**config.mk**
```make
export PLATFORM = sky130hd
export DESIGN_NAME = otter_trap_ctrl
export DESIGN_NICKNAME = d
export VERILOG_FILES = /design/src/rtl/otter_trap_ctrl.sv
export SDC_FILE = /design/constraint.sdc
export NUM_CORES = 1
export LEC_CHECK = 0
export BUFFER_PORTS_ARGS = -buffer_cell sky130_fd_sc_hd__buf_2
export CAP_MARGIN = 15
export CORE_AREA = 4 4 146 148
export CTS_CLUSTER_SIZE = 30
export DETAILED_ROUTE_END_ITERATION = 7
export DIE_AREA = 0 0 150 152
export GPL_TIMING_DRIVEN = 0
export PLACE_DENSITY = 0.67
export SLEW_MARGIN = 20
export SYNTH_ARGS = -nofsm -noshare
export SYNTH_HDL_FRONTEND = slang
export SYNTH_SLANG_ARGS = --single-unit
```
**constraint.sdc**
```tcl
create_clock -name clk -period 3.2 [get_ports clk]
set_input_delay 0.16 -clock clk [delete_from_list [all_inputs] [get_ports clk]]
set_output_delay 0.16 -clock clk [all_outputs]
set_load 0.01 [all_outputs]
```
**src/rtl/otter_trap_ctrl.sv**
```systemverilog
// ---------------------------------------------------------------------------
// otter_trap_ctrl
//   Trap controller for the OTTER execute stage. Each cycle in IDLE it looks
//   at the executing instruction and the interrupt lines, picks the single
//   highest-priority trap cause, and latches a trap record (mcause, mepc,
//   mtval) together with the handler address. The record is offered to the
//   CSR file on a valid/ready handshake. After acceptance fetch is redirected
//   to the handler with a one-cycle strobe.
//
//   Priority (high -> low): enabled interrupt, illegal instruction,
//   ECALL/EBREAK, misaligned jump/branch target, misaligned load,
//   misaligned store.
//
// Parameters
//   XLEN    data/address width
//   IALIGN  instruction alignment in bytes (2 or 4)
//   NUM_IRQ number of interrupt lines (1..XLEN-1)
//
// Ports
//   clk, rst                    clock, asynchronous active-high reset
//   instr_valid, instrn, pc     executing instruction and its pc
//   jal_addr, jalr_addr         jump targets
//   branch_addr, branch_taken   branch target and condition
//   illegal                     decoder flags instrn illegal
//   mem_addr, ld_misalign,
//   st_misalign                 load/store address and misalign flags
//   irq, irq_en, mie_global     interrupt pending, per-line enable, global enable
//   mtvec                       trap vector base + mode
//   csr_ready                   CSR file accepts the trap record
//   trap_valid                  trap record valid
//   mcause, mepc, mtval         trap record
//   flush, busy                 high whenever the controller is not IDLE
//   pc_sel_trap, trap_pc        one-cycle redirect strobe and handler address
// ---------------------------------------------------------------------------
module otter_trap_ctrl #(
  parameter int XLEN    = 32,
  parameter int IALIGN  = 4,
  parameter int NUM_IRQ = 8
) (
  input  logic               clk,
  input  logic               rst,
  input  logic               instr_valid,
  input  logic [31:0]        instrn,
  input  logic [XLEN-1:0]    pc,
  input  logic [XLEN-1:0]    jal_addr,
  input  logic [XLEN-1:0]    jalr_addr,
  input  logic [XLEN-1:0]    branch_addr,
  input  logic               branch_taken,
  input  logic               illegal,
  input  logic [XLEN-1:0]    mem_addr,
  input  logic               ld_misalign,
  input  logic               st_misalign,
  input  logic [NUM_IRQ-1:0] irq,
  input  logic [NUM_IRQ-1:0] irq_en,
  input  logic               mie_global,
  input  logic [XLEN-1:0]    mtvec,
  input  logic               csr_ready,
  output logic               trap_valid,
  output logic [XLEN-1:0]    mcause,
  output logic [XLEN-1:0]    mepc,
  output logic [XLEN-1:0]    mtval,
  output logic               flush,
  output logic               pc_sel_trap,
  output logic [XLEN-1:0]    trap_pc,
  output logic               busy
);

  // RV32I major opcodes for control transfers
  localparam logic [6:0] OPCODE_JAL    = 7'b1101111;
  localparam logic [6:0] OPCODE_JALR   = 7'b1100111;
  localparam logic [6:0] OPCODE_BRANCH = 7'b1100011;

  localparam logic [31:0] INSTR_ECALL  = 32'h0000_0073;
  localparam logic [31:0] INSTR_EBREAK = 32'h0010_0073;

  localparam int IDX_W = (NUM_IRQ > 1) ? $clog2(NUM_IRQ) : 1;

  localparam logic [XLEN-1:0] ALIGN_MASK    = XLEN'(IALIGN - 1);
  localparam logic [XLEN-1:0] CAUSE_IMISAL  = XLEN'(0);
  localparam logic [XLEN-1:0] CAUSE_ILLEGAL = XLEN'(2);
  localparam logic [XLEN-1:0] CAUSE_BREAK   = XLEN'(3);
  localparam logic [XLEN-1:0] CAUSE_LDMIS   = XLEN'(4);
  localparam logic [XLEN-1:0] CAUSE_STMIS   = XLEN'(6);
  localparam logic [XLEN-1:0] CAUSE_ECALL   = XLEN'(11);

  typedef enum logic [1:0] {
    ST_IDLE     = 2'd0,
    ST_COMMIT   = 2'd1,
    ST_REDIRECT = 2'd2
  } state_t;

  state_t            state_q;
  logic              trap_valid_q;
  logic              pc_sel_q;
  logic              busy_q;
  logic [XLEN-1:0]   mcause_q, mepc_q, mtval_q, trap_pc_q;

  // Combinational trap detection
  logic [NUM_IRQ-1:0] irq_act;
  logic               irq_hit;
  logic [IDX_W-1:0]   irq_idx;
  logic [6:0]         opcode;
  logic               jal_mis, jalr_mis, br_mis;
  logic               cause_hit_d;
  logic               is_irq_d;
  logic [XLEN-1:0]    cause_d, tval_d, base_d, tpc_d;

  always_comb begin
    irq_act = irq & irq_en;
    irq_hit = mie_global && (|irq_act);
    // Ascending scan: the last (highest) enabled pending line wins
    irq_idx = '0;
    for (int k = 0; k < NUM_IRQ; k++) begin
      if (irq_act[k]) irq_idx = k[IDX_W-1:0];
    end

    opcode   = instrn[6:0];
    jal_mis  = (opcode == OPCODE_JAL)  && ((jal_addr  & ALIGN_MASK) != '0);
    jalr_mis = (opcode == OPCODE_JALR) && ((jalr_addr & ALIGN_MASK) != '0);
    br_mis   = (opcode == OPCODE_BRANCH) && branch_taken &&
               ((branch_addr & ALIGN_MASK) != '0);

    cause_hit_d = 1'b1;
    is_irq_d    = 1'b0;
    cause_d     = '0;
    tval_d      = '0;
    if (irq_hit) begin
      is_irq_d          = 1'b1;
      cause_d           = XLEN'(irq_idx);
      cause_d[XLEN-1]   = 1'b1;
    end else if (illegal) begin
      cause_d = CAUSE_ILLEGAL;
      tval_d  = XLEN'(instrn);
    end else if (instrn == INSTR_ECALL) begin
      cause_d = CAUSE_ECALL;
    end else if (instrn == INSTR_EBREAK) begin
      cause_d = CAUSE_BREAK;
    end else if (jal_mis) begin
      cause_d = CAUSE_IMISAL;
      tval_d  = jal_addr;
    end else if (jalr_mis) begin
      cause_d = CAUSE_IMISAL;
      tval_d  = jalr_addr;
    end else if (br_mis) begin
      cause_d = CAUSE_IMISAL;
      tval_d  = branch_addr;
    end else if (ld_misalign) begin
      cause_d = CAUSE_LDMIS;
      tval_d  = mem_addr;
    end else if (st_misalign) begin
      cause_d = CAUSE_STMIS;
      tval_d  = mem_addr;
    end else begin
      cause_hit_d = 1'b0;
    end

    // Only mode 1 vectors, and only for interrupts; modes 2/3 act as direct
    base_d = {mtvec[XLEN-1:2], 2'b00};
    if (is_irq_d && (mtvec[1:0] == 2'b01)) begin
      tpc_d = base_d + (XLEN'(irq_idx) << 2);
    end else begin
      tpc_d = base_d;
    end
  end

  // Trap sequencing FSM with registered outputs
  always_ff @(posedge clk or posedge rst) begin
    if (rst) begin
      state_q      <= ST_IDLE;
      trap_valid_q <= 1'b0;
      pc_sel_q     <= 1'b0;
      busy_q       <= 1'b0;
      mcause_q     <= '0;
      mepc_q       <= '0;
      mtval_q      <= '0;
      trap_pc_q    <= '0;
    end else begin
      case (state_q)
        ST_IDLE: begin
          if (instr_valid && cause_hit_d) begin
            state_q      <= ST_COMMIT;
            trap_valid_q <= 1'b1;
            busy_q       <= 1'b1;
            mcause_q     <= cause_d;
            mepc_q       <= pc;
            mtval_q      <= tval_d;
            trap_pc_q    <= tpc_d;
          end
        end
        ST_COMMIT: begin
          // Record stays frozen until the CSR file takes it
          if (csr_ready) begin
            state_q      <= ST_REDIRECT;
            trap_valid_q <= 1'b0;
            pc_sel_q     <= 1'b1;
          end
        end
        ST_REDIRECT: begin
          // Causes visible this cycle are deliberately dropped
          state_q   <= ST_IDLE;
          pc_sel_q  <= 1'b0;
          busy_q    <= 1'b0;
          mcause_q  <= '0;
          mepc_q    <= '0;
          mtval_q   <= '0;
          trap_pc_q <= '0;
        end
        default: begin
          state_q      <= ST_IDLE;
          trap_valid_q <= 1'b0;
          pc_sel_q     <= 1'b0;
          busy_q       <= 1'b0;
          mcause_q     <= '0;
          mepc_q       <= '0;
          mtval_q      <= '0;
          trap_pc_q    <= '0;
        end
      endcase
    end
  end

  assign trap_valid  = trap_valid_q;
  assign mcause      = mcause_q;
  assign mepc        = mepc_q;
  assign mtval       = mtval_q;
  assign flush       = busy_q;
  assign busy        = busy_q;
  assign pc_sel_trap = pc_sel_q;
  assign trap_pc     = trap_pc_q;

endmodule

```
[Word level (Yosys, flattened, before mapping)]
Index checks and enable logic that the tools add are counted.
Cells by class
  bitwise gates (word level): 4
  shift operators: 0
  equality and inequality tests: 10
  magnitude comparators: 0
  div/mod/pow operators: 0
  reductions and logical operators: 16
  multipliers: 0
  mux-type cells: 53
  add/sub/neg operators: 1
Operators with widths (number)
  32-bit 2-to-1 mux: 15
  32-bit case mux with 2 select lines: 4
  32-bit nonzero test: 3
  32-bit by 5-bit adder with 32-bit output: 1
  32-bit by 21-bit == test with 1-bit output (second input constant): 1
  32-bit by 7-bit == test with 1-bit output (second input constant): 1
  3-bit 2-to-1 mux: 10
  7-bit == test (second input constant): 3
  1-bit 2-to-1 mux: 14
  8-bit bitwise AND: 1
  2-bit 2-to-1 mux: 4
  4-bit 2-to-1 mux: 2
  8-bit OR reduction: 1
  1-bit logical AND: 7
  2-bit AND reduction: 3
  2-bit by 1-bit == test with 1-bit output (second input constant): 2
  2-bit != test (second input constant): 2
  1-bit case mux with 2 select lines: 2
  2-bit case mux with 2 select lines: 1
  1-bit inverter: 3
  1-bit case mux with 3 select lines: 1
  3-bit AND reduction: 1
  2-bit == test (second input constant): 1
  2-bit logical NOT: 1
Storage, ports and cells
  logic and storage cells: 92
  bits of input ports: 249
  RAM bits: 0
  memories kept: 0
  bits in read-only memories: 0
  latch bits: 0
  output and inout bits: 132
  register bits: 133

[Depth between registers and ports, before layout]
Gate-level depths: netlist of the first run.
  depth in word-level cells: 13
  mapped depth: 11

[Worst setup path after synthesis of the first run]
OpenSTA, ideal clock, no wires.
  path type: input to register
  start point: in irq[4]
  end point: reg trap_pc_q[15] (netlist: trap_pc[15])
  arrival time: 2.151 ns
  stages on the path: 10
  slack: 0.928 ns
  data required time: 3.079 ns
  cell sequence: a22o_1 nand2b_1 ha_1 a21oi_1 nand2_1 nor3b_1 clkbuf_1 nand4_1 xnor2_1 a22o_1
On the way
  cells in the longest elaborated chain, start to end: 9
  elaborated cells between the ends (all ways): 17
  those cells by class: add/sub (1); eq/ne (1); mux (9); bitwise (1); reduce/logical (5)
Ends and longest elaborated chain
  from (decl): RTL line 53  | input logic [NUM_IRQ-1:0] irq,
  8-bit bitwise AND (*): RTL line 109  | irq_act = irq & irq_en;
  3-bit 2-to-1 mux (4 in a row): RTL line 114  | if (irq_act[k]) irq_idx = k[IDX_W-1:0];
  32-bit by 5-bit adder with 32-bit output: RTL line 160  | tpc_d = base_d + (XLEN'(irq_idx) << 2);
  32-bit 2-to-1 mux: RTL line 159  | if (is_irq_d && (mtvec[1:0] == 2'b01)) begin
  32-bit 2-to-1 mux: RTL line 180  | if (instr_valid && cause_hit_d) begin
  32-bit case mux with 2 select lines: RTL line 178  | case (state_q)
  to (signal assigned): RTL line 187  | trap_pc_q <= tpc_d;
  to (decl): RTL line 96  | logic [XLEN-1:0] mcause_q, mepc_q, mtval_q, trap_pc_q;
Mark *: on every way between the ends. The rest lies on a longest branch, timed or not. The select of a mux whose other input is x is not followed.
A chain may end at the register's enable or synchronous reset.

[Final worst setup path of the first run]
  start point: in irq[4]
  end point: reg trap_pc_q[31] (netlist: trap_pc[31])
The elaborated chain is that of the path after synthesis.

==> flow_metrics.tcl, run 1 <==
set metrics [dict create \
    layout_commonest_cell "buf_2" \
    ys_seq_area_share_pct 41.6 \
    r2r_start "state_q[1]" \
    synth.avg_cell_area_um2 9.60 \
    hold_class "input pin to flip-flop" \
    fmax_mhz 388 \
    antenna_found_initial 2 \
    setup_viol 0 \
    first_pass_iters 4 \
    wl_per_cell_um 19.1 \
    syn_area_um2 6250 \
    areaGrowthSynthToFinish_pct 41.0 \
    dp_hpwl_um 20500 \
    crit_type "input pin to flip-flop" \
    fin_nets 1295 \
    cp_slowest_cell "nor3b_1" \
    worst-slew-pin-transition_ps 691 \
    hold_buffers 1 \
    post-route-period-util_pct 80.5 \
    synth_cell_types 48 \
    routed-wl-met2_um 12100 \
    cpMostUsedCell "a22o_1" \
    ant_nets 0 \
    maxCapViolCount 0 \
    wl_um 25200 \
    syn_inst 651 \
    cts_buffers 9 \
    hp-start "pc[28]" \
    postCtsSetupRepairBufs 0 \
    cts.sinks 104 \
    power_density_nw_per_um2 543 \
    yosys_warnings 0 \
    fin_skew_ps 8.46 \
    first_iter_violations 430 \
    htree_levels 3 \
    die_h_um 152 \
    r2r_end "mtval[18]" \
    synth_flop_cell "dfrtp_1" \
    clock_latency_ps 350 \
    cts_tree "done" \
    die_x_um 150 \
    drv_slew 0 \
    rows 52 \
    vias_per_cell 5.18 \
    irDropWorstVdd_mv 0.289 \
    place.gp.congestion 0.918 \
    layout_common_cells "buf_2 (364), dfrtp_1 (104), a22o_1 (94), nand2_1 (85)" \
    ys_ff_latch 104 \
    port_buffers 350 \
    worstPathRequired_ps 3440 \
    yosysTopAreaCellShare_pct 41.6 \
    cts_buffer_depth 2 \
    hold_viol 0 \
    path_max_fanout 10 \
    arrival_ps 2820 \
    critPathMaxStageDelay_ps 550 \
    initial_utilization_pct 31.2 \
    synth_top_cell_by_area "dfrtp_1" \
    hold_depth 2 \
    top_layer_used "met4" \
    fin_cells 1319 \
    relSlewSlack_pct 53.8 \
    grt_start_max_net_pins 64 \
    nFillCells 2026 \
    rsz0062_at_grt "no" \
    cts-root-buf "clkbuf_16" \
    grt_pass1_vias 6768 \
    grt_use_total_pct 21.0 \
    drive_above_1_share_pct 40.6 \
    core_um2 20000 \
    period_minus_slack_ps 2580 \
    crit_path_end_kind "flip-flop" \
    r2r_cells 6 \
    drt-met1-wl_um 10500 \
    synth_edf_count 0 \
    die-area_um2 22800 \
    wl_met3_um 1830 \
    drc 0 \
    crit_path_cell_trace "buf_2, a22o_1, nand2b_1, ha_1, nand3_1, nand2_1, nor3b_1, clkbuf_1, nand4_1, xnor2_1, a22o_1" \
    synth_area_leaders "dfrtp_1 (42%), a22o_1 (13%), a32o_1 (5.3%), nand2_1 (5.1%), a32oi_1 (4.3%)" \
    num_io_pins 381 \
    cts.repair.resized 0 \
    clkTransAtPathRegs_ps 80 \
    grt-ovfl-total 0 \
    timing.hold.ws_ps 20.7 \
    whs_endpoint "mepc[28]" \
    p_leak_uw 0.00454 \
    r2r_slack_ps 1030 \
    run_status "completed" \
    synthArstFlopShare_pct 100 \
    cp-start-kind "input pin" \
    vias 6834 \
    grt_pass1_wl_um 37700 \
    dp.cells 1300 \
]
==> worst max-delay path, delay by kind of cell <==
| family | cells | cell delay, ps |
|---|---|---|
| AND/OR/NAND/NOR | 5 | 1090 |
| buffers and inverters | 2 | 550 |
| XOR/XNOR | 1 | 180 |
| AO/OA/AOI/OAI | 2 | 480 |
| adder cells (fa/ha/maj) | 1 | 360 |
==> area by class of cell <==
cell class                      count  area [um2]  area share, %
Multi-Input combinational cell    478        3220           36.5
Tap cell                          270         338           3.83
Antenna cell                        2        5.00         0.0568
Buffer                             88         502           5.69
Clock inverter                      7        97.6           1.11
Clock buffer                        9         225           2.56
Inverter                            9        38.8          0.440
Timing Repair Buffer              352        1790           20.3
Sequential cell                   104        2600           29.5
==> layer usage <==
metal | track usage [%] | vias up
met5 | 0 | -
met4 | 7.23 | 0
met3 | 4.32 | 47
met2 | 35.0 | 298
met1 | 27.1 | 3258
li1 | - | 3231
==> kinds of logic after synthesis <==
logic type	after synthesis	share of synthesized area, %
XOR/XNOR	28	3.92
other	1	0.0600
AO/OA/AOI/OAI	227	30.4
buffers and inverters	97	8.57
multiplexers	3	0.480
AND/OR/NAND/NOR	187	14.0
flip-flops	104	41.6
adder cells (fa/ha/maj)	4	0.921
==> sequential cells by signal, indices dropped and copies added, names as in the netlist <==
| register | count |
|---|---|
| mepc | 32 |
| mtval | 32 |
| trap_pc | 30 |
| mcause | 5 |
| state_q | 2 |
| busy | 1 |
| pc_sel_trap | 1 |
| trap_valid | 1 |
==> synth_stat cells, types with 3 or more instances <==
cell type	n
dfrtp_1	104
nor2b_1	3
a21oi_1	10
inv_1	9
a22o_1	94
nor3_1	3
o22ai_1	33
mux2i_1	3
nand2_1	85
ha_1	3
buf_4	31
or2_2	3
a32o_1	33
o21ai_0	5
a32oi_1	31
clkbuf_1	36
nor4_1	7
o2bb2ai_1	5
and2_1	3
nor2_1	36
and4_1	6
xnor2_1	26
nand3_1	14
buf_6	5
nand4_1	12
and3_1	4
buf_2	14
nand2b_1	4
a21o_1	3
nor3b_1	3
==> where the power goes <==
| part | internal [uW] | switching [uW] |
|---|---|---|
| registers | 1670 | 195 |
| clock network | 631 | 548 |
| logic | 791 | 957 |
==> worst max-delay path by stage <==
stage | from | to | slack [ps]
finish | irq[4] | trap_pc[31] | 620
global route | irq[4] | trap_pc[31] | 330
CTS | irq[4] | trap_pc[31] | 660
detailed placement | irq[4] | trap_pc[31] | 260
global placement | rst | mtval[12] | -1030
floorplan | rst | busy | 310
==> per-stage QoR <==
step	total power, uW	worst slack (ps)	instance area [um2]	TNS, ps	utilization [%]
after floorplan	2800	308	6350	0	-
after global placement	3600	-1030	8440	-105810	42.1
after detailed placement	3630	263	8480	0	42.3
after CTS	4840	656	8810	0	44.0
after global routing	5060	326	8810	0	44.0
final	4790	623	8810	0	44.0
No activity file was read; power rests on OpenSTA's default activity.
==> run 2, diff against run 1 <==
==> constraint.sdc (replaced) <==
create_clock -name clk -period 2.6 [get_ports clk]
set_input_delay 0.13 -clock clk [delete_from_list [all_inputs] [get_ports clk]]
set_output_delay 0.13 -clock clk [all_outputs]
set_load 0.01 [all_outputs]
==> flow_metrics.tcl, run 2 (same netlist as run 1, synthesis figures left out) <==
set metrics [dict create \
    place.gp.congestion 0.942 \
    port_buffers 350 \
    run_status "completed" \
    wl_um 25700 \
    crit_type "input pin to flip-flop" \
    grt-ovfl-total 0 \
    busiest_layer "met2" \
    worst-slew-pin-transition_ps 759 \
    arrival_ps 2600 \
    cts.sinks 104 \
    hold_class "input pin to flip-flop" \
    rsz0062_at_grt "no" \
    met2_usage_pct 36.6 \
    path_max_fanout 10 \
    first_pass_iters 8 \
    worstPathRequired_ps 2850 \
    dp.cells 1302 \
    num_io_pins 381 \
    power_frac_seq_pct 38.4 \
    setup_viol 0 \
    cp-start-kind "input pin" \
    power_density_nw_per_um2 651 \
    p_comb_share_pct 37.1 \
    maxCapViolCount 0 \
    timing.hold.ws_ps 18.3 \
    drc 0 \
    layout_commonest_cell "buf_2" \
    clock_latency_ps 360 \
    intPower_uw 3830 \
    p_leak_uw 0.00466 \
    setup_tns_ps 0 \
    clock_power_share_pct 24.4 \
    ant_nets 0 \
    antenna_found_initial 3 \
    cts-root-buf "clkbuf_16" \
    vias_per_cell 5.14 \
    drv_slew 0 \
    fin_cells 1348 \
    areaGrowthSynthToFinish_pct 46.0 \
    grtUsageMet3_pct 3.60 \
    irDropWorstVdd_mv 0.336 \
    grt_use_total_pct 21.4 \
    htree_levels 3 \
    postCtsSetupRepairBufs 0 \
    initial_utilization_pct 31.2 \
    cts_tree "done" \
    rows 52 \
    drive_above_1_share_pct 39.9 \
    cts_buffers 9 \
    crit_path_end_kind "flip-flop" \
    fmax_mhz 425 \
    vias 6925 \
    switching_share_pct 35.5 \
    relSlewSlack_pct 49.3 \
    die_x_um 150 \
    grt_pass1_vias 6963 \
    layout_common_cells "buf_2 (364), dfrtp_1 (104), a22o_1 (94), nand2_1 (85)" \
    fin_skew_ps 10.2 \
    use_met1_pct 27.7 \
    dp_hpwl_um 20600 \
    clkTransAtPathRegs_ps 80 \
    grt_pass1_wl_um 38400 \
    first_iter_violations 376 \
    wl_per_cell_um 19.1 \
    period_minus_slack_ps 2350 \
    die_h_um 152 \
    fin_nets 1324 \
    p_switching_uw 2110 \
    cts_buffer_depth 2 \
    die-area_um2 22800 \
    grt_start_max_net_pins 33 \
    core_um2 20000 \
    post-route-period-util_pct 90.4 \
    hold_viol 0 \
]
-- run 2: path summary, 6_finish.rpt --
path	endpoint	slack, ps	startpoint	cells past startpoint
hold reg to reg	mcause[2]	480	mcause[2]	1
hold / removal	mepc[17]	20	pc[17]	2
min in group asynchronous	mepc[28]	320	rst	3
max in group asynchronous	mtval[5]	1540	rst	5
setup reg to reg	mepc[26]	510	state_q[1]	6
setup / recovery	trap_pc[31]	250	irq[4]	11
-- run 2: area by class of cell --
type	instances	area, um2
antenna	2	5.00
inverter	9	37.5
clock buffer	9	225
buffer	88	502
tap	270	338
multi-input combinational	478	3230
timing repair buffer	381	2090
clock inverter	7	95.1
sequential	104	2600
fill	1995	10900
-- run 2: worst max-delay path: stages --
cell and delay [ps]:
buf_2 100, a22o_1 280, nand2b_1 200, ha_1 370, nand3_1 90, nand2_1 90, nor3b_2 340, clkbuf_1 450
nand4_1 180, xnor2_1 180, a22o_1 200
-- run 2: power by group through the flow --
stage	Sequential, uW	Combinational, uW	Clock, uW
global placement	2290	2150	0
floorplan	2510	940	0
finish	2280	2210	1450
CTS	2270	2210	1500
detailed placement	2300	2170	0
global route	2330	2390	1570
-- run 2: per-layer routing --
metal | part of all wire (%) | vias to the layer above
met1 | 42 | 3298
li1 | - | 3280
met5 | 0.054 | -
met3 | 6.3 | 42
met2 | 49 | 303
met4 | 2.1 | 2
-- run 2: per-stage QoR --
| stage | setup WS, ps | power [uW] | instance area, um2 | util, % |
|---|---|---|---|---|
| 6_report | 249 | 5940 | 9120 | 45.5 |
| 5_1_grt | 120 | 6290 | 9120 | 45.5 |
| 4_1_cts | 76.8 | 5990 | 9110 | 45.5 |
| 3_5_place_dp | -305 | 4470 | 8510 | 42.5 |
| 3_3_place_gp | -296 | 4440 | 8450 | 42.2 |
| 2_1_floorplan | 358 | 3450 | 6360 | - |
-- run 2: what timing repair did --
action                                  4_1_cts  5_1_grt
resized for setup                             0        2
hold buffers                                 28        0
endpoints found under the setup margin        0       16
hold endpoints to repair                     43        0
==> run 3, diff against run 2 <==
--- a/config.mk
+++ b/config.mk
@@ -7,12 +7,12 @@
 export LEC_CHECK = 0
 export BUFFER_PORTS_ARGS = -buffer_cell sky130_fd_sc_hd__buf_2
 export CAP_MARGIN = 15
-export CORE_AREA = 4 4 146 148
+export CORE_AREA = 2 2 148 150
 export CTS_CLUSTER_SIZE = 30
 export DETAILED_ROUTE_END_ITERATION = 7
 export DIE_AREA = 0 0 150 152
 export GPL_TIMING_DRIVEN = 0
-export PLACE_DENSITY = 0.67
+export PLACE_DENSITY = 0.64
 export SLEW_MARGIN = 20
 export SYNTH_ARGS = -nofsm -noshare
 export SYNTH_HDL_FRONTEND = slang
==> flow_metrics.tcl, run 3 (same netlist as run 1, synthesis figures left out) <==
set metrics [dict create \
    cts_buffers 9 \
    hp-start "pc[7]" \
    die_x_um 150 \
    vias_per_cell 5.11 \
    power_density_nw_per_um2 644 \
    nFillCells 2148 \
    clock_latency_ps 350 \
    initial_utilization_pct 29.3 \
    grt_pass1_wl_um 37000 \
    hold_class "input pin to flip-flop" \
    hold_depth 2 \
    whs_endpoint "mepc[7]" \
    areaGrowthSynthToFinish_pct 44.3 \
    cts_buffer_depth 2 \
    first_pass_iters 5 \
    rsz0062_at_grt "no" \
    layout_commonest_cell "buf_2" \
    drc 0 \
    run_status "completed" \
    worstPathRequired_ps 2890 \
    fmax_mhz 426 \
    crit_type "input pin to flip-flop" \
    cts.sinks 104 \
    wl_um 25100 \
    wl_per_cell_um 18.6 \
    r2r_end "mtval[28]" \
    setup_tns_ps 0 \
    first_iter_violations 309 \
    port_buffers 350 \
    grt-ovfl-total 0 \
    worst-slew-pin-transition_ps 836 \
    p_leak_uw 0.00461 \
    path_delay_family "compound AO/OA/AOI/OAI gates" \
    p_total_uw 5810 \
    hold_viol 0 \
    post-route-period-util_pct 90.2 \
    die_h_um 152 \
    maxCapViolCount 0 \
    die-area_um2 22800 \
    relSlewSlack_pct 44.0 \
    num_io_pins 381 \
    antenna_found_initial 2 \
    drv_slew 0 \
    setup_viol 0 \
    fin_skew_ps 9.68 \
    rows 54 \
    vias 6899 \
    grt_pass1_vias 6777 \
    cts-root-buf "clkbuf_16" \
    irDropWorstVdd_mv 0.265 \
    layout_common_cells "buf_2 (364), dfrtp_1 (104), a22o_1 (94), nand2_1 (85), nor2_1 (36)" \
    r2r_cells 6 \
    grt_use_total_pct 20.9 \
    path_max_fanout 10 \
    htree_levels 3 \
    dp_hpwl_um 20300 \
    core_um2 21400 \
    arrival_ps 2630 \
    crit_path_end_kind "flip-flop" \
    crit_buf_inv 3 \
    cp-start-kind "input pin" \
    r2r_slack_ps 300 \
    fin_nets 1315 \
    critPathMaxStageDelay_ps 500 \
    cp_slowest_cell "o21bai_1" \
    drive_above_1_share_pct 40.3 \
    final_core_util_pct 42.2 \
    ant_nets 0 \
    cts_tree "done" \
    place.gp.congestion 0.917 \
    clkTransAtPathRegs_ps 70 \
    r2r_start "state_q[1]" \
    crit_path_cell_trace "buf_2, o21ai_1, a21oi_1, o21bai_1, a41oi_2, nor2_4, buf_4, buf_6, a32o_1" \
    period_minus_slack_ps 2350 \
    grt_start_max_net_pins 34 \
]
[run 3: cell count changes in the layout (fill, tap and decap cells not counted)]
cell	delta
bufinv_16	-1
clkbuf_1	-1
clkbuf_2	+1
clkbuf_8	+1
clkinv_2	+1
clkinv_8	-1
clkinvlp_4	+2
diode_2	+1
dlygate4sd3_1	-9
inv_6	-2
[run 3: per-stage QoR]
| step | worst slack, ps | hold slack (ps) | area, um2 | cells |
|---|---|---|---|---|
| global route | 78.0 | 7.75 | 9020 | 1349 |
| detailed placement | -382 | 189 | 8520 | 1312 |
| finish | 254 | 17.2 | 9020 | 1350 |
| global placement | -353 | 348 | 8460 | 1309 |
| CTS | 176 | 0.123 | 9010 | 1347 |
| floorplan | 358 | 263 | 6360 | 679 |
[run 3: worst reg2reg max path: stages (launching register included)]
cell and delay (ps):
dfrtp_1 360, clkbuf_1 220, nor2_1 310, nand2_1 120, a31oi_1 660, buf_2 380, a32o_1 200
[run 3: metal layers]
layer  vias to the layer above  GRT usage, %  wire length, um
li1                       3267             -                -
met1                      3282          26.4            10500
met2                       305          35.0            12000
met3                        45          4.44             1900
met4                         0          8.00              703
met5                         -             0                0
[run 3: area by class of cell]
class	instances	area, um2	share of cell area, %
diodes	3	7.51	0.0832
plain buffers	88	503	5.58
clock buffers	10	239	2.65
clock inverters	6	51.3	0.569
inverters	9	37.5	0.416
multi-input cells	478	3230	35.8
flip-flops and latches	104	2600	28.9
well taps	280	350	3.88
repair buffers	372	2000	22.2
[run 3: how the worst max path moves through the flow]
stage          cells past startpoint     endpoint         start  slack, ps
6_report                           9    mtval[17]   jal_addr[0]        250
2_1_floorplan                     10  trap_pc[15]        irq[4]        360
3_3_place_gp                      11  trap_pc[31]        irq[4]       -350
5_1_grt                            9     mtval[8]  jalr_addr[0]         80
3_5_place_dp                      11  trap_pc[31]        irq[4]       -380
4_1_cts                            9     mtval[4]  jalr_addr[0]        180
[run 3: power by group]
group,total [uW],switching [uW],internal [uW]
clock,1340,653,690
sequential,2290,243,2050
combinational,2170,1170,996
[run 3: what timing repair did]
action | in CTS | in global routing
resized for setup | 1 | 3
hold buffers | 19 | 0
buffers inserted | 0 | 0
endpoints found under the setup margin | 1 | 9
hold endpoints to repair | 37 | 0
pin swaps | 0 | 0
